### config.mk
export PLATFORM = sky130hd
export DESIGN_NAME = paint_fb_writer_flat
export DESIGN_NICKNAME = d
export VERILOG_FILES = /design/src/rtl/paint_pkg.sv /design/src/rtl/paint_fb_writer_if.sv /design/src/rtl/paint_fb_writer_sync_fifo.sv /design/src/rtl/paint_fb_writer.sv /design/src/flat_wrapper.sv
export SDC_FILE = /design/constraint.sdc
export NUM_CORES = 1
export LEC_CHECK = 0
export ABC_AREA = 1
export CAP_MARGIN = 25
export CORE_MARGIN = 2
export CORE_UTILIZATION = 67
export DETAILED_ROUTE_END_ITERATION = 16
export GPL_ROUTABILITY_DRIVEN = 0
export PLACE_DENSITY_LB_ADDON = 0.08
export SLEW_MARGIN = 20
export SYNTH_ARGS = -nofsm -noshare
export SYNTH_HDL_FRONTEND = slang
export SYNTH_HIERARCHICAL = 1
export SYNTH_SLANG_ARGS = --single-unit
### constraint.sdc
create_clock -name clk_in -period 5.7 [get_ports clk_in]
set_input_delay 1.425 -clock clk_in [delete_from_list [all_inputs] [get_ports clk_in]]
set_output_delay 1.425 -clock clk_in [all_outputs]
set_load 0.005 [all_outputs]
### src/rtl/paint_pkg.sv
// Shared framebuffer geometry, pixel payload and writer FSM state encoding.
package paint_pkg;

    localparam int unsigned FB_WIDTH   = 320;
    localparam int unsigned FB_HEIGHT  = 180;
    localparam int unsigned FB_PIXELS  = FB_WIDTH * FB_HEIGHT;
    localparam int unsigned COLOR_W    = 8;
    localparam int unsigned ADDR_W     = 16;
    localparam int unsigned HCOUNT_W   = 11;
    localparam int unsigned VCOUNT_W   = 10;

    typedef enum logic [1:0] {
        IDLE  = 2'd0,
        DRAIN = 2'd1,
        CLEAR = 2'd2
    } fb_wr_state_t;

    typedef struct packed {
        logic [HCOUNT_W-1:0] hcount;
        logic [VCOUNT_W-1:0] vcount;
        logic [COLOR_W-1:0]  color;
    } pixel_t;

endpackage

### src/rtl/paint_fb_writer_if.sv
// Painter pixel stream in, framebuffer write port and status out.
interface paint_fb_writer_if;
    import paint_pkg::*;

    logic [HCOUNT_W-1:0] hcount_in;
    logic [VCOUNT_W-1:0] vcount_in;
    logic [COLOR_W-1:0]  color_in;
    logic                data_valid_in;
    logic                clear_in;
    logic [ADDR_W-1:0]   fb_addr_out;
    logic [COLOR_W-1:0]  fb_data_out;
    logic                fb_we_out;
    logic                ready_out;
    logic                overflow_out;

    modport master (
        output hcount_in, vcount_in, color_in, data_valid_in, clear_in,
        input  fb_addr_out, fb_data_out, fb_we_out, ready_out, overflow_out
    );

    modport slave (
        input  hcount_in, vcount_in, color_in, data_valid_in, clear_in,
        output fb_addr_out, fb_data_out, fb_we_out, ready_out, overflow_out
    );

endinterface

### src/rtl/paint_fb_writer_sync_fifo.sv
// Show-ahead synchronous FIFO; head entry is visible on rdata_c whenever not empty.
module sync_fifo #(
    parameter int unsigned WIDTH = 8,
    parameter int unsigned DEPTH = 16
) (
    input  logic             clk_in,
    input  logic             rst_in,
    input  logic             push_in,
    input  logic [WIDTH-1:0] wdata_in,
    input  logic             pop_in,
    output logic [WIDTH-1:0] rdata_c,
    output logic             full_c,
    output logic             empty_c
);

    localparam int unsigned AW = $clog2(DEPTH);
    localparam int unsigned PW = AW + 1;

    logic [WIDTH-1:0] mem_q [DEPTH];
    logic [PW-1:0]    wr_ptr_q, wr_ptr_d;
    logic [PW-1:0]    rd_ptr_q, rd_ptr_d;

    // Pointer advance; the extra MSB distinguishes full from empty.
    always_comb begin
        wr_ptr_d = wr_ptr_q + PW'(push_in);
        rd_ptr_d = rd_ptr_q + PW'(pop_in);
    end

    // Pointer registers.
    always_ff @(posedge clk_in) begin
        if (rst_in) begin
            wr_ptr_q <= '0;
            rd_ptr_q <= '0;
        end else begin
            wr_ptr_q <= wr_ptr_d;
            rd_ptr_q <= rd_ptr_d;
        end
    end

    // Storage; contents need no reset since the pointers define validity.
    always_ff @(posedge clk_in) begin
        if (push_in) begin
            mem_q[wr_ptr_q[AW-1:0]] <= wdata_in;
        end
    end

    assign rdata_c = mem_q[rd_ptr_q[AW-1:0]];
    assign empty_c = (wr_ptr_q == rd_ptr_q);
    assign full_c  = (wr_ptr_q[AW] != rd_ptr_q[AW]) &&
                     (wr_ptr_q[AW-1:0] == rd_ptr_q[AW-1:0]);

endmodule

### src/rtl/paint_fb_writer.sv
// Buffers the painter pixel stream and writes in-bounds pixels to the framebuffer;
// also runs a full-screen clear sweep on request.
module paint_fb_writer
    import paint_pkg::*;
#(
    parameter int unsigned        FIFO_DEPTH  = 16,
    parameter logic [COLOR_W-1:0] CLEAR_COLOR = '0
) (
    input  logic             clk_in,
    input  logic             rst_in,
    paint_fb_writer_if.slave bus
);

    localparam logic [ADDR_W-1:0] CLEAR_LAST = ADDR_W'(FB_PIXELS - 1);

    fb_wr_state_t state_q, state_d;

    pixel_t              in_pix;
    pixel_t              head;
    logic [$bits(pixel_t)-1:0] fifo_rdata;
    logic                fifo_full, fifo_empty;
    logic                push_c, pop_c;

    logic                s1_valid_q, s1_valid_d;
    logic                s1_inrange_q, s1_inrange_d;
    logic [ADDR_W-1:0]   s1_prod_q, s1_prod_d;
    logic [HCOUNT_W-1:0] s1_hcount_q, s1_hcount_d;
    logic [COLOR_W-1:0]  s1_color_q, s1_color_d;
    logic                s2_valid_q, s2_valid_d;

    logic [ADDR_W-1:0]   fb_addr_q, fb_addr_d;
    logic [COLOR_W-1:0]  fb_data_q, fb_data_d;
    logic                fb_we_q, fb_we_d;
    logic [ADDR_W-1:0]   clr_cnt_q, clr_cnt_d;
    logic                overflow_q, overflow_d;
    logic                live_q, live_d;

    assign in_pix = '{hcount: bus.hcount_in, vcount: bus.vcount_in, color: bus.color_in};
    assign head   = fifo_rdata;

    sync_fifo #(
        .WIDTH ($bits(pixel_t)),
        .DEPTH (FIFO_DEPTH)
    ) u_fifo (
        .clk_in   (clk_in),
        .rst_in   (rst_in),
        .push_in  (push_c),
        .wdata_in (in_pix),
        .pop_in   (pop_c),
        .rdata_c  (fifo_rdata),
        .full_c   (fifo_full),
        .empty_c  (fifo_empty)
    );

    // FSM state register.
    always_ff @(posedge clk_in) begin
        if (rst_in) begin
            state_q <= IDLE;
        end else begin
            state_q <= state_d;
        end
    end

    // Next state: clear requests only honoured in IDLE; sweep starts once the pipeline is empty.
    always_comb begin
        state_d = state_q;
        unique case (state_q)
            IDLE:    if (bus.clear_in) state_d = DRAIN;
            DRAIN:   if (!s1_valid_q && !s2_valid_q) state_d = CLEAR;
            CLEAR:   if (clr_cnt_q == CLEAR_LAST) state_d = IDLE;
            default: state_d = IDLE;
        endcase
    end

    // FIFO control, address pipeline and clear-sweep outputs.
    always_comb begin
        pop_c        = (state_q == IDLE) && !fifo_empty;
        push_c       = bus.data_valid_in && (!fifo_full || pop_c);
        overflow_d   = overflow_q || (bus.data_valid_in && !push_c);
        live_d       = 1'b1;

        // Range check gates the multiply so out-of-range rows cannot alias into the frame.
        s1_valid_d   = pop_c;
        s1_inrange_d = (32'(head.hcount) < FB_WIDTH) && (32'(head.vcount) < FB_HEIGHT);
        s1_prod_d    = s1_inrange_d ? ADDR_W'(32'(head.vcount) * FB_WIDTH) : '0;
        s1_hcount_d  = head.hcount;
        s1_color_d   = head.color;

        s2_valid_d   = s1_valid_q;
        fb_addr_d    = s1_prod_q + ADDR_W'(s1_hcount_q);
        fb_data_d    = s1_color_q;
        fb_we_d      = s1_valid_q && s1_inrange_q;
        clr_cnt_d    = '0;

        if (state_q == CLEAR) begin
            fb_addr_d = clr_cnt_q;
            fb_data_d = CLEAR_COLOR;
            fb_we_d   = 1'b1;
            clr_cnt_d = (clr_cnt_q == CLEAR_LAST) ? '0 : clr_cnt_q + ADDR_W'(1);
        end
    end

    // Datapath and status registers.
    always_ff @(posedge clk_in) begin
        if (rst_in) begin
            s1_valid_q   <= 1'b0;
            s1_inrange_q <= 1'b0;
            s1_prod_q    <= '0;
            s1_hcount_q  <= '0;
            s1_color_q   <= '0;
            s2_valid_q   <= 1'b0;
            fb_addr_q    <= '0;
            fb_data_q    <= '0;
            fb_we_q      <= 1'b0;
            clr_cnt_q    <= '0;
            overflow_q   <= 1'b0;
            live_q       <= 1'b0;
        end else begin
            s1_valid_q   <= s1_valid_d;
            s1_inrange_q <= s1_inrange_d;
            s1_prod_q    <= s1_prod_d;
            s1_hcount_q  <= s1_hcount_d;
            s1_color_q   <= s1_color_d;
            s2_valid_q   <= s2_valid_d;
            fb_addr_q    <= fb_addr_d;
            fb_data_q    <= fb_data_d;
            fb_we_q      <= fb_we_d;
            clr_cnt_q    <= clr_cnt_d;
            overflow_q   <= overflow_d;
            live_q       <= live_d;
        end
    end

    assign bus.fb_addr_out  = fb_addr_q;
    assign bus.fb_data_out  = fb_data_q;
    assign bus.fb_we_out    = fb_we_q;
    assign bus.overflow_out = overflow_q;
    // Held low through reset; otherwise high only when nothing is queued, in flight or sweeping.
    assign bus.ready_out    = live_q && (state_q == IDLE) && fifo_empty &&
                              !s1_valid_q && !s2_valid_q && !fb_we_q;

endmodule

### src/flat_wrapper.sv
// flat-port wrapper written by rule: the top's interface ports become plain ports
module paint_fb_writer_flat import paint_pkg::*;
#(
    parameter int unsigned        FIFO_DEPTH  = 16,
    parameter logic [COLOR_W-1:0] CLEAR_COLOR = '0
)
  (clk_in, rst_in, bus_hcount_in, bus_vcount_in, bus_color_in, bus_data_valid_in, bus_clear_in, bus_fb_addr_out, bus_fb_data_out, bus_fb_we_out, bus_ready_out, bus_overflow_out);
  paint_fb_writer_if bus_i ();
  input  logic clk_in;
  input  logic rst_in;
  input wire logic [$bits(bus_i.hcount_in)-1:0] bus_hcount_in;
  input wire logic [$bits(bus_i.vcount_in)-1:0] bus_vcount_in;
  input wire logic [$bits(bus_i.color_in)-1:0] bus_color_in;
  input wire logic [$bits(bus_i.data_valid_in)-1:0] bus_data_valid_in;
  input wire logic [$bits(bus_i.clear_in)-1:0] bus_clear_in;
  output wire logic [$bits(bus_i.fb_addr_out)-1:0] bus_fb_addr_out;
  output wire logic [$bits(bus_i.fb_data_out)-1:0] bus_fb_data_out;
  output wire logic [$bits(bus_i.fb_we_out)-1:0] bus_fb_we_out;
  output wire logic [$bits(bus_i.ready_out)-1:0] bus_ready_out;
  output wire logic [$bits(bus_i.overflow_out)-1:0] bus_overflow_out;
  assign bus_i.hcount_in = bus_hcount_in;
  assign bus_i.vcount_in = bus_vcount_in;
  assign bus_i.color_in = bus_color_in;
  assign bus_i.data_valid_in = bus_data_valid_in;
  assign bus_i.clear_in = bus_clear_in;
  assign bus_fb_addr_out = bus_i.fb_addr_out;
  assign bus_fb_data_out = bus_i.fb_data_out;
  assign bus_fb_we_out = bus_i.fb_we_out;
  assign bus_ready_out = bus_i.ready_out;
  assign bus_overflow_out = bus_i.overflow_out;
  paint_fb_writer #(.FIFO_DEPTH(FIFO_DEPTH), .CLEAR_COLOR(CLEAR_COLOR)) u_core (.clk_in(clk_in), .rst_in(rst_in), .bus(bus_i));
endmodule
==> flow_metrics.env <==
export IMPL_areaGrowthSynthToFinish_pct=10.9
export IMPL_synth_mux_area_share_pct=0
export IMPL_layout_commonest_cell="nand2_1"
export IMPL_power_total_mw=10.3
export IMPL_cellLeakagePower_nw=11.8
export IMPL_cts_setup_buffers=0
export IMPL_ys_flop_type="edfxtp_1"
export IMPL_combPwrFrac_pct=20.5
export IMPL_final_nets=2590
export IMPL_insertion_delay_ps=600
export IMPL_cts_htree_levels=2
export IMPL_ys_types=40
export IMPL_crit_path_end_kind="primary output"
export IMPL_synth_nets=2556
export IMPL_clockPowerShare_pct=34.6
export IMPL_grt_total_usage_pct=28.8
export IMPL_io_buffers=59
export IMPL_drtIter0Drc=1741
export IMPL_synth_compound_area_share_pct=0.892
export IMPL_netSwitchingPower_mw=2.97
export IMPL_r2r_start="u_core/u_fifo/rd_ptr_q[1]$_SDFF_PP0_"
export IMPL_cts_tree="yes"
export IMPL_hold_viol_final=0
export IMPL_grt_antenna_before_repair=0
export IMPL_clock_sinks=551
export IMPL_drive_gt1_share_pct=5.17
export IMPL_grt_max_degree=156
export IMPL_critPathRequiredTime_ps=4280
export IMPL_async_flop_share_pct=0
export IMPL_ant_nets=0
export IMPL_start_kind="flip-flop"
export IMPL_post_route_drc_count=0
export IMPL_boundaryPins=60
export IMPL_root_buffer="clkbuf_16"
export IMPL_grt_pass1_vias=16101
export IMPL_avgSynthCellArea_um2=9.66
export IMPL_hold_class="reg2reg"
export IMPL_hpwl_um=32000
export IMPL_crit_fanout=41
export IMPL_synth_simple_area_share_pct=21.4
export IMPL_syn_area_um2=24100
export IMPL_cts_resized_gates=0
export IMPL_core_um2=35500
export IMPL_synth_edff_count=464
export IMPL_status="completed"
export IMPL_yosysWarnings=6
export IMPL_fmax_mhz=241
export IMPL_dp_slack_ps=1120
export IMPL_post_dp_cell_area_um2=25000
export IMPL_finalWorstSetupSlack_ps=1560
export IMPL_final_setup_viol_count=0
export IMPL_synthXorXnorAreaFrac_pct=0.654
export IMPL_drv_slew=0
export IMPL_power_frac_seq_pct=44.9
export IMPL_clock_skew_final_ps=23.8
export IMPL_final_cell_mix="795 x nand2_1, 518 x inv_1, 464 x edfxtp_1"
export IMPL_fin_crit_ps=4140
export IMPL_design_area_um2=26800
export IMPL_slew_headroom_pct=31.3
export IMPL_p_int_mw=7.31
export IMPL_finalSetupTns_ps=0
export IMPL_ir_drop_mv=0.339
export IMPL_setup_worst_path_class="reg2out"
export IMPL_path_clk_slew_ps=60
export IMPL_cts_buffers=54
export IMPL_max_cap_viol_count=0
export IMPL_grt_first_pass_wirelength_um=83900
export IMPL_num_antenna_cells=0
export IMPL_vias=16538
export IMPL_crit_arrival_ps=2720
export IMPL_synth_adder_area_share_pct=1.36
export IMPL_min_from="u_core/s1_color_q[3]$_SDFF_PP0_"
export IMPL_cts_hold_buf=0
export IMPL_dr_pass1_iters=6
export IMPL_netlist_instances=2498
export IMPL_synth_top_family_by_area="simple AND/OR/NAND/NOR gates"
export IMPL_clockBufferDepth=3
export IMPL_num_fill_cells=2337
export IMPL_yosysSeqAreaShare_pct=65.0
export IMPL_cp_startpoint="u_core/u_fifo/rd_ptr_q[1]$_SDFF_PP0_"
export IMPL_wirelength_um=53400
export IMPL_via_per_inst=5.45
export IMPL_tightestPinTransition_ps=1030
export IMPL_die_h_um=194
export IMPL_power_density_nw_per_um2=384
export IMPL_grt_overflow=0
export IMPL_dieArea_um2=37500
export IMPL_row_count=69
export IMPL_wl_per_cell_um=17.6
export IMPL_rsz0062_at_grt="false"
export IMPL_initial_utilization_pct=68.0
export IMPL_post_route_period_util_pct=72.7
export IMPL_synth_seq_cells=551
export IMPL_swShare_pct=28.9
export IMPL_fp_dieW_um=194
## stage by stage
stage	instances	util [%]	hold slack, ps
after floorplan	2498	-	394
after global placement	2936	70.3	403
after detailed placement	2937	70.4	397
after CTS	3036	75.4	407
after global routing	3036	75.4	413
final	3036	75.4	406
## registers in the layout (all words and copies together), names as in the netlist, 2 cells and up
| name | flops |
|---|---|
| u_core/state_q | 2 |
| u_core/u_fifo/wr_ptr_q | 5 |
| u_core/clr_cnt_q | 16 |
| u_core/s1_hcount_q | 11 |
| u_core/bus.fb_addr_out | 16 |
| u_core/u_fifo/rd_ptr_q | 5 |
| u_core/u_fifo/mem_q | 464 |
| u_core/s1_prod_q | 10 |
| u_core/s1_color_q | 8 |
| u_core/bus.fb_data_out | 8 |
## final timing paths
kind / slack (ps) / depth (start not counted) / end
setup / recovery: 1560 / 6 / bus_ready_out
hold / removal: 410 / 2 / u_core/bus.fb_data_out[3]$_SDFF_PP0_
setup reg to reg: 1710 / 8 / u_core/u_fifo/mem_q[3][23]$_DFFE_PP_
hold reg to reg: 410 / 2 / u_core/bus.fb_data_out[3]$_SDFF_PP0_
## power by group through the flow
stage | logic [mW] | registers, mW | clock network, mW
after global routing | 2.37 | 4.63 | 3.78
final | 2.10 | 4.61 | 3.56
after global placement | 2.01 | 4.69 | 0
after detailed placement | 2.05 | 4.70 | 0
after CTS | 2.08 | 4.61 | 3.61
after floorplan | 1.62 | 4.63 | 0
## final cells by class
type / instances / area, um2 / share of cell area, %
multi-input combinational: 1322 / 5980 / 22.3
tap: 461 / 577 / 2.16
timing repair buffer: 77 / 746 / 2.79
inverter: 526 / 1990 / 7.43
clock inverter: 32 / 318 / 1.19
sequential: 551 / 15700 / 58.6
clock buffer: 67 / 1460 / 5.47
## cells in the mapped netlist (10+ instances only)
library cell  number  share of area [%]
a21oi_1           18               0.37
buf_2             43               0.89
buf_4             14               0.44
buf_6             13               0.61
clkbuf_1          21               0.33
dfxtp_1           87                7.2
edfxtp_1         464                 58
ha_1              23                1.2
inv_1            518                8.1
nand2_1          795                 12
nand3_1          322                6.7
nor2_1            99                1.5
o21ai_0           12               0.25
xor2_1            10               0.36
## logic make-up after synthesis
family / count (synthesis)
compound gates: 38
flops: 551
xor+xnor: 18
fa+ha+maj: 25
buf+inv: 625
simple gates: 1241
## layer usage
layer / up-vias / track usage (%) / share of wire [%]
met5: - / 0 / 0
met4: 0 / 10.0 / 2.3
met3: 90 / 4.70 / 9.6
met2: 743 / 46.7 / 47
met1: 7811 / 40.0 / 41
li1: 7894 / - / -
## worst max-delay path: stages (launching register included)
cell	delay (ps)
dfxtp_4	690
xnor2_1	180
nand4_1	220
nor2_1	140
inv_1	70
nor4_1	280
clkdlybuf4s50_1	550
Note: power is estimated with default switching activity, not from simulation.
